File: config.mk
export PLATFORM = sky130hd
export DESIGN_NAME = simple_mem_arbiter_flat
export DESIGN_NICKNAME = d
export VERILOG_FILES = /design/src/rtl/simple_processor_pkg.sv /design/src/rtl/simple_mem_arbiter_if.sv /design/src/rtl/simple_mem_arbiter.sv /design/src/flat_wrapper.sv
export SDC_FILE = /design/constraint.sdc
export NUM_CORES = 1
export LEC_CHECK = 0
export BUFFER_PORTS_ARGS = -buffer_cell sky130_fd_sc_hd__buf_4
export CAP_MARGIN = 15
export CORE_MARGIN = 2
export CORE_UTILIZATION = 49
export CTS_BUF_LIST = sky130_fd_sc_hd__clkbuf_16
export DETAILED_ROUTE_END_ITERATION = 16
export GPL_TIMING_DRIVEN = 0
export PLACE_DENSITY = 0.92
export SYNTH_ARGS = -nofsm -noshare
export SYNTH_HDL_FRONTEND = slang
export SYNTH_SLANG_ARGS = --single-unit
export TNS_END_PERCENT = 100
File: constraint.sdc
create_clock -name clk_i -period 4.1 [get_ports clk_i]
set_input_delay 0.82 -clock clk_i [delete_from_list [all_inputs] [get_ports clk_i]]
set_output_delay 0.82 -clock clk_i [all_outputs]
set_load 0.005 [all_outputs]
File: src/rtl/simple_processor_pkg.sv
// Shared types and default widths for the simple_processor memory subsystem.
// Provides the bus widths reused as defaults and the arbiter's state/grant
// enums so the arbiter, its interface and the bench agree on encodings.
package simple_processor_pkg;

    localparam int ADDR_WIDTH = 16;
    localparam int DATA_WIDTH = 16;

    typedef enum logic [1:0] {
        IDLE,
        BUSY_I,
        BUSY_D
    } arb_state_e;

    typedef enum logic {
        GNT_INSTR,
        GNT_DATA
    } arb_grant_e;

endpackage

File: src/rtl/simple_mem_arbiter_if.sv
// Bus bundle for simple_mem_arbiter: instruction port (imem_*), data port
// (dmem_*) and the shared downstream memory port (mem_*). Signal suffixes are
// from the arbiter's point of view.
//   slave  : arbiter view (takes requests, drives acks and downstream request)
//   master : environment view (processor ports + memory model)
interface simple_mem_arbiter_if
    import simple_processor_pkg::*;
#(
    parameter int MEM_ADDR_WIDTH = ADDR_WIDTH,
    parameter int MEM_DATA_WIDTH = DATA_WIDTH
);
    logic                      imem_req_i;
    logic [MEM_ADDR_WIDTH-1:0] imem_addr_i;
    logic [MEM_DATA_WIDTH-1:0] imem_rdata_o;
    logic                      imem_ack_o;

    logic                      dmem_req_i;
    logic                      dmem_we_i;
    logic [MEM_ADDR_WIDTH-1:0] dmem_addr_i;
    logic [MEM_DATA_WIDTH-1:0] dmem_wdata_i;
    logic [MEM_DATA_WIDTH-1:0] dmem_rdata_o;
    logic                      dmem_ack_o;

    logic                      mem_req_o;
    logic                      mem_we_o;
    logic [MEM_ADDR_WIDTH-1:0] mem_addr_o;
    logic [MEM_DATA_WIDTH-1:0] mem_wdata_o;
    logic [MEM_DATA_WIDTH-1:0] mem_rdata_i;
    logic                      mem_ack_i;

    modport slave (
        input  imem_req_i, imem_addr_i,
        input  dmem_req_i, dmem_we_i, dmem_addr_i, dmem_wdata_i,
        input  mem_rdata_i, mem_ack_i,
        output imem_rdata_o, imem_ack_o, dmem_rdata_o, dmem_ack_o,
        output mem_req_o, mem_we_o, mem_addr_o, mem_wdata_o
    );

    modport master (
        output imem_req_i, imem_addr_i,
        output dmem_req_i, dmem_we_i, dmem_addr_i, dmem_wdata_i,
        output mem_rdata_i, mem_ack_i,
        input  imem_rdata_o, imem_ack_o, dmem_rdata_o, dmem_ack_o,
        input  mem_req_o, mem_we_o, mem_addr_o, mem_wdata_o
    );
endinterface

File: src/rtl/simple_mem_arbiter.sv
// simple_mem_arbiter: shares one downstream memory port between the
// instruction and data ports. One transaction in flight at a time; every
// output is a flop.
// Ports:
//   clk_i   - clock, rising edge
//   arst_ni - synchronous active-low reset
//   bus     - simple_mem_arbiter_if.slave (imem_*, dmem_*, mem_* signals)
// Parameters:
//   MEM_ADDR_WIDTH / MEM_DATA_WIDTH - bus widths
//   ROUND_ROBIN - 1: alternate on contention, 0: data port always wins
module simple_mem_arbiter
    import simple_processor_pkg::*;
#(
    parameter int MEM_ADDR_WIDTH = ADDR_WIDTH,
    parameter int MEM_DATA_WIDTH = DATA_WIDTH,
    parameter bit ROUND_ROBIN    = 1'b1
) (
    input logic                 clk_i,
    input logic                 arst_ni,
    simple_mem_arbiter_if.slave bus
);

    arb_state_e                state_q, state_d;
    arb_grant_e                last_q, last_d;
    logic                      mem_req_q, mem_req_d;
    logic                      mem_we_q, mem_we_d;
    logic [MEM_ADDR_WIDTH-1:0] mem_addr_q, mem_addr_d;
    logic [MEM_DATA_WIDTH-1:0] mem_wdata_q, mem_wdata_d;
    logic [MEM_DATA_WIDTH-1:0] imem_rdata_q, imem_rdata_d;
    logic [MEM_DATA_WIDTH-1:0] dmem_rdata_q, dmem_rdata_d;
    logic                      imem_ack_q, imem_ack_d;
    logic                      dmem_ack_q, dmem_ack_d;

    logic imem_elig, dmem_elig, pick_data;

    always_comb begin
        state_d      = state_q;
        last_d       = last_q;
        mem_req_d    = mem_req_q;
        mem_we_d     = mem_we_q;
        mem_addr_d   = mem_addr_q;
        mem_wdata_d  = mem_wdata_q;
        imem_rdata_d = imem_rdata_q;
        dmem_rdata_d = dmem_rdata_q;
        imem_ack_d   = 1'b0;
        dmem_ack_d   = 1'b0;

        // A port whose ack is high this cycle may still have req asserted from
        // the finished transaction; masking it avoids a spurious re-grant.
        imem_elig = bus.imem_req_i && !imem_ack_q;
        dmem_elig = bus.dmem_req_i && !dmem_ack_q;
        if (ROUND_ROBIN)
            pick_data = dmem_elig && (!imem_elig || last_q == GNT_INSTR);
        else
            pick_data = dmem_elig;

        case (state_q)
            IDLE: begin
                if (imem_elig || dmem_elig) begin
                    mem_req_d = 1'b1;
                    if (pick_data) begin
                        state_d     = BUSY_D;
                        last_d      = GNT_DATA;
                        mem_we_d    = bus.dmem_we_i;
                        mem_addr_d  = bus.dmem_addr_i;
                        mem_wdata_d = bus.dmem_wdata_i;
                    end else begin
                        state_d     = BUSY_I;
                        last_d      = GNT_INSTR;
                        mem_we_d    = 1'b0;
                        mem_addr_d  = bus.imem_addr_i;
                        mem_wdata_d = '0;
                    end
                end
            end
            BUSY_I: begin
                if (bus.mem_ack_i) begin
                    state_d      = IDLE;
                    mem_req_d    = 1'b0;
                    imem_rdata_d = bus.mem_rdata_i;
                    imem_ack_d   = 1'b1;
                end
            end
            BUSY_D: begin
                if (bus.mem_ack_i) begin
                    state_d      = IDLE;
                    mem_req_d    = 1'b0;
                    dmem_rdata_d = bus.mem_rdata_i;
                    dmem_ack_d   = 1'b1;
                end
            end
            default: state_d = IDLE;
        endcase
    end

    always_ff @(posedge clk_i) begin
        if (!arst_ni) begin
            state_q      <= IDLE;
            last_q       <= GNT_DATA;  // instruction port wins first contention (boot fetch)
            mem_req_q    <= 1'b0;
            mem_we_q     <= 1'b0;
            mem_addr_q   <= '0;
            mem_wdata_q  <= '0;
            imem_rdata_q <= '0;
            dmem_rdata_q <= '0;
            imem_ack_q   <= 1'b0;
            dmem_ack_q   <= 1'b0;
        end else begin
            state_q      <= state_d;
            last_q       <= last_d;
            mem_req_q    <= mem_req_d;
            mem_we_q     <= mem_we_d;
            mem_addr_q   <= mem_addr_d;
            mem_wdata_q  <= mem_wdata_d;
            imem_rdata_q <= imem_rdata_d;
            dmem_rdata_q <= dmem_rdata_d;
            imem_ack_q   <= imem_ack_d;
            dmem_ack_q   <= dmem_ack_d;
        end
    end

    assign bus.mem_req_o    = mem_req_q;
    assign bus.mem_we_o     = mem_we_q;
    assign bus.mem_addr_o   = mem_addr_q;
    assign bus.mem_wdata_o  = mem_wdata_q;
    assign bus.imem_rdata_o = imem_rdata_q;
    assign bus.imem_ack_o   = imem_ack_q;
    assign bus.dmem_rdata_o = dmem_rdata_q;
    assign bus.dmem_ack_o   = dmem_ack_q;

    // A requester must hold req until its ack; the transaction still
    // completes if it does not, but the violation is flagged here.
    a_imem_hold: assert property (@(posedge clk_i) disable iff (!arst_ni)
        (state_q == BUSY_I) |-> bus.imem_req_i)
        else $error("imem_req_i dropped before imem_ack_o");
    a_dmem_hold: assert property (@(posedge clk_i) disable iff (!arst_ni)
        (state_q == BUSY_D) |-> bus.dmem_req_i)
        else $error("dmem_req_i dropped before dmem_ack_o");

endmodule

File: src/flat_wrapper.sv
// flat-port wrapper written by rule: the top's interface ports become plain ports
module simple_mem_arbiter_flat import simple_processor_pkg::*;
#(
    parameter int MEM_ADDR_WIDTH = ADDR_WIDTH,
    parameter int MEM_DATA_WIDTH = DATA_WIDTH,
    parameter bit ROUND_ROBIN    = 1'b1
)
  (clk_i, arst_ni, bus_imem_req_i, bus_imem_addr_i, bus_dmem_req_i, bus_dmem_we_i, bus_dmem_addr_i, bus_dmem_wdata_i, bus_mem_rdata_i, bus_mem_ack_i, bus_imem_rdata_o, bus_imem_ack_o, bus_dmem_rdata_o, bus_dmem_ack_o, bus_mem_req_o, bus_mem_we_o, bus_mem_addr_o, bus_mem_wdata_o);
  simple_mem_arbiter_if #(.MEM_ADDR_WIDTH(MEM_ADDR_WIDTH), .MEM_DATA_WIDTH(MEM_DATA_WIDTH)) bus_i ();
  input logic clk_i;
  input logic arst_ni;
  input wire logic [$bits(bus_i.imem_req_i)-1:0] bus_imem_req_i;
  input wire logic [$bits(bus_i.imem_addr_i)-1:0] bus_imem_addr_i;
  input wire logic [$bits(bus_i.dmem_req_i)-1:0] bus_dmem_req_i;
  input wire logic [$bits(bus_i.dmem_we_i)-1:0] bus_dmem_we_i;
  input wire logic [$bits(bus_i.dmem_addr_i)-1:0] bus_dmem_addr_i;
  input wire logic [$bits(bus_i.dmem_wdata_i)-1:0] bus_dmem_wdata_i;
  input wire logic [$bits(bus_i.mem_rdata_i)-1:0] bus_mem_rdata_i;
  input wire logic [$bits(bus_i.mem_ack_i)-1:0] bus_mem_ack_i;
  output wire logic [$bits(bus_i.imem_rdata_o)-1:0] bus_imem_rdata_o;
  output wire logic [$bits(bus_i.imem_ack_o)-1:0] bus_imem_ack_o;
  output wire logic [$bits(bus_i.dmem_rdata_o)-1:0] bus_dmem_rdata_o;
  output wire logic [$bits(bus_i.dmem_ack_o)-1:0] bus_dmem_ack_o;
  output wire logic [$bits(bus_i.mem_req_o)-1:0] bus_mem_req_o;
  output wire logic [$bits(bus_i.mem_we_o)-1:0] bus_mem_we_o;
  output wire logic [$bits(bus_i.mem_addr_o)-1:0] bus_mem_addr_o;
  output wire logic [$bits(bus_i.mem_wdata_o)-1:0] bus_mem_wdata_o;
  assign bus_i.imem_req_i = bus_imem_req_i;
  assign bus_i.imem_addr_i = bus_imem_addr_i;
  assign bus_i.dmem_req_i = bus_dmem_req_i;
  assign bus_i.dmem_we_i = bus_dmem_we_i;
  assign bus_i.dmem_addr_i = bus_dmem_addr_i;
  assign bus_i.dmem_wdata_i = bus_dmem_wdata_i;
  assign bus_i.mem_rdata_i = bus_mem_rdata_i;
  assign bus_i.mem_ack_i = bus_mem_ack_i;
  assign bus_imem_rdata_o = bus_i.imem_rdata_o;
  assign bus_imem_ack_o = bus_i.imem_ack_o;
  assign bus_dmem_rdata_o = bus_i.dmem_rdata_o;
  assign bus_dmem_ack_o = bus_i.dmem_ack_o;
  assign bus_mem_req_o = bus_i.mem_req_o;
  assign bus_mem_we_o = bus_i.mem_we_o;
  assign bus_mem_addr_o = bus_i.mem_addr_o;
  assign bus_mem_wdata_o = bus_i.mem_wdata_o;
  simple_mem_arbiter #(.MEM_ADDR_WIDTH(MEM_ADDR_WIDTH), .MEM_DATA_WIDTH(MEM_DATA_WIDTH), .ROUND_ROBIN(ROUND_ROBIN)) u_core (.clk_i(clk_i), .arst_ni(arst_ni), .bus(bus_i));
endmodule
==> results.sh <==
export IMPL_period_needed_ns=2.003
export IMPL_synth_nets=371
export IMPL_num_vias=2797
export IMPL_drive_above_1_share=0.3689
export IMPL_first_pass_iters=4
export IMPL_tritoncts="built"
export IMPL_place_ws_ns=1.810
export IMPL_drc=0
export IMPL_combPwrFrac=0.169
export IMPL_core_area_um2=5540
export IMPL_wl_um=7843
export IMPL_ios=138
export IMPL_crit_family="buffers and inverters"
export IMPL_ys_types=28
export IMPL_synth_cells=297
export IMPL_nNetsFinal=519
export IMPL_ys_seq_area_frac=0.5042
export IMPL_ir_drop_v=0.0002716
export IMPL_switchingPower_w=0.0004566
export IMPL_cts_buffer_depth=2
export IMPL_maxCapViolCount=0
export IMPL_synth_area_um2=2819
export IMPL_slowest_delay_ns=0.39
export IMPL_grt_max_degree=13
export IMPL_yosysWarnings=0
export IMPL_critical_path_most_common_cell="clkbuf_1"
export IMPL_tns_ns=0
export IMPL_grt_pass1_vias=2664
export IMPL_crit_required_ns=4.31
export IMPL_cts_resized=0
export IMPL_cp_slowest_cell="dfxtp_1"
export IMPL_hold_viol=0
export IMPL_avgSynthCellArea_um2=9.491
export IMPL_syn_to_final_growth_pct=50.78
export IMPL_clk_latency_ns=0.32
export IMPL_p_leak_nw=1.968
export IMPL_avgRoutedWirePerCell_um=15.02
export IMPL_hold_slack_ns=0.4512
export IMPL_endpoint_kind="register"
export IMPL_drt_iter0_markers=140
export IMPL_n_antenna_cell=0
export IMPL_cts_root_buffer="clkbuf_16"
export IMPL_worstMarginPinSlew_ns=0.4860
export IMPL_via_per_inst=5.358
export IMPL_mostFrequentLayoutCell="buf_4"
export IMPL_cts_sinks=71
export IMPL_clk_pin_slew_ns=0.06
export IMPL_p_clk_frac=0.422
export IMPL_switching_share=0.2396
export IMPL_cts_setup_buffers=0
export IMPL_crit_chain="inv_1 > ha_1 > and4b_1 > clkbuf_1 > clkbuf_1 > and3_1 > a311o_1"
export IMPL_cts_hold_buf=0
export IMPL_worstPathArrival_ns=2.21
export IMPL_path_buf_inv=3
export IMPL_slew_headroom=0.6738
export IMPL_rows=27
export IMPL_h_tree_depth=3
export IMPL_fmax_ghz=0.4992
export IMPL_ys_ff_latch=71
export IMPL_worst_slack_ns=2.097
export IMPL_hp_class="reg2reg"
export IMPL_cp_max_fo=10
export IMPL_p_int_w=0.001449
export IMPL_grt_overflow=0
export IMPL_finalCritPeriodShare=0.4886
export IMPL_drv_slew=0
export IMPL_ant_nets=0
export IMPL_die_y_um=79.85
export IMPL_dieArea_um2=6376
export IMPL_antenna_found_initial=0
export IMPL_io_buffers=137
export IMPL_gp_congestion=0.7853
export IMPL_grt_usage=0.2466
export IMPL_startpoint_type="register"
export IMPL_p_per_area_nw_per_um2=448.3
export IMPL_cts_buffers=9
export IMPL_die_x_um=79.85
export IMPL_setup_violations=0
export IMPL_fin_worst_skew_ns=0.002997
export IMPL_grt_pass1_wl_um=12360
export IMPL_hpwl_um=5697
export IMPL_initial_core_util=0.5088
export IMPL_status="finished clean"
export IMPL_seqPwrFrac=0.409
export IMPL_layout_common_cells="buf_4 (139), nand2_1 (72), dfxtp_1 (71)"
export IMPL_rsz0062_at_grt="no"
export IMPL_path_class="reg2reg"
-- power by group through the flow --
| stage | Combinational [W] | Sequential [W] | Clock, W |
|---|---|---|---|
| after global routing | 0.000356 | 0.000785 | 0.000842 |
| after detailed placement | 0.000322 | 0.000793 | 0 |
| after floorplan | 0.000145 | 0.000794 | 0 |
| after CTS | 0.000324 | 0.000779 | 0.000809 |
| after global placement | 0.000316 | 0.000790 | 0 |
| final | 0.000322 | 0.000780 | 0.000803 |
-- metal layers --
layer	track usage	routed length [um]	part of all wire	vias to the layer above
li1	-	-	-	1367
met1	0.3058	3228	0.41	1317
met2	0.4193	3914	0.50	102
met3	0.05090	573	0.073	11
met4	0.09661	127	0.016	0
met5	0	0	0	-
-- synthesized netlist by cell type --
library cell | count | area (um2)
nand2_1 | 72 | 270.3
dfxtp_1 | 71 | 1421
a21boi_0 | 28 | 210.2
and3_1 | 28 | 175.2
clkbuf_1 | 18 | 67.56
a32o_1 | 17 | 170.2
a311o_1 | 16 | 160.2
and3_2 | 8 | 60.06
a21boi_1 | 4 | 30.03
ha_1 | 4 | 50.05
and2_1 | 3 | 18.77
buf_2 | 3 | 15.01
inv_1 | 3 | 11.26
nor2b_1 | 3 | 18.77
o22ai_1 | 3 | 18.77
and4b_1 | 2 | 20.02
buf_4 | 2 | 15.01
buf_6 | 2 | 22.52
a21oi_1 | 1 | 5.000
a311oi_1 | 1 | 8.760
a31oi_1 | 1 | 6.260
nand2b_1 | 1 | 6.260
nand3b_1 | 1 | 7.510
nor2_1 | 1 | 3.750
o21ai_0 | 1 | 5.000
o21ai_1 | 1 | 5.000
or2b_1 | 1 | 7.510
or3b_1 | 1 | 8.760
-- through the flow --
| stage | instances | power (W) | util | cell area [um2] |
|---|---|---|---|---|
| floorplan | 297 | 0.0009385 | - | 2819 |
| global placement | 506 | 0.001106 | 0.7107 | 3938 |
| detailed placement | 506 | 0.001115 | 0.7107 | 3938 |
| CTS | 522 | 0.001912 | 0.7672 | 4250 |
| global route | 522 | 0.001983 | 0.7672 | 4250 |
| finish | 522 | 0.001905 | 0.7672 | 4250 |
-- worst register-to-register path: stages, from the launching register on --
cell and delay, ns:
dfxtp_1 0.39, inv_1 0.09, ha_1 0.29, and4b_1 0.22
clkbuf_1 0.17, clkbuf_1 0.23, and3_1 0.22, a311o_1 0.28
-- kinds of logic after synthesis --
| logic type | count (synthesis) | share of synthesized area |
|---|---|---|
| AOI/OAI and AO/OA | 73 | 0.2197 |
| adders and majority gates | 4 | 0.01775 |
| and+or+nand+nor | 121 | 0.2117 |
| buffers and inverters | 28 | 0.04660 |
| DFF | 71 | 0.5042 |
-- layout make-up --
cell class                 instances  area [um2]
multi-input combinational        198        1266
fill                             394        1290
clock inverter                     7       87.58
sequential                        71        1421
timing repair buffer             137        1028
inverter                           3       11.26
tap                               72       90.09
clock buffer                       9       225.2
buffer                            25       120.1
-- registers in the layout (all words and copies together) (netlist names) --
register                 flops
u_core.bus.mem_we_o          1
u_core.bus.dmem_rdata_o     16
u_core.bus.imem_ack_o        1
u_core.state_q               2
u_core.bus.imem_rdata_o     16
u_core.bus.mem_addr_o       16
u_core.bus.mem_req_o         1
u_core.last_q                1
u_core.bus.dmem_ack_o        1
u_core.bus.mem_wdata_o      16
-- worst paths after layout --
path / startpoint / to / slack (ns) / cells past startpoint
hold / removal: u_core.bus.imem_rdata_o[14]$_SDFFE_PN0P_ / u_core.bus.imem_rdata_o[14]$_SDFFE_PN0P_ / 0.45 / 2
setup / recovery: u_core.state_q[0]$_SDFFE_PN0P_ / u_core.bus.mem_addr_o[14]$_SDFFE_PN0P_ / 2.10 / 7
setup reg to reg: u_core.state_q[0]$_SDFFE_PN0P_ / u_core.bus.mem_addr_o[14]$_SDFFE_PN0P_ / 2.10 / 7
hold reg to reg: u_core.bus.imem_rdata_o[14]$_SDFFE_PN0P_ / u_core.bus.imem_rdata_o[14]$_SDFFE_PN0P_ / 0.45 / 2
Note: power is estimated with default switching activity, not from simulation.
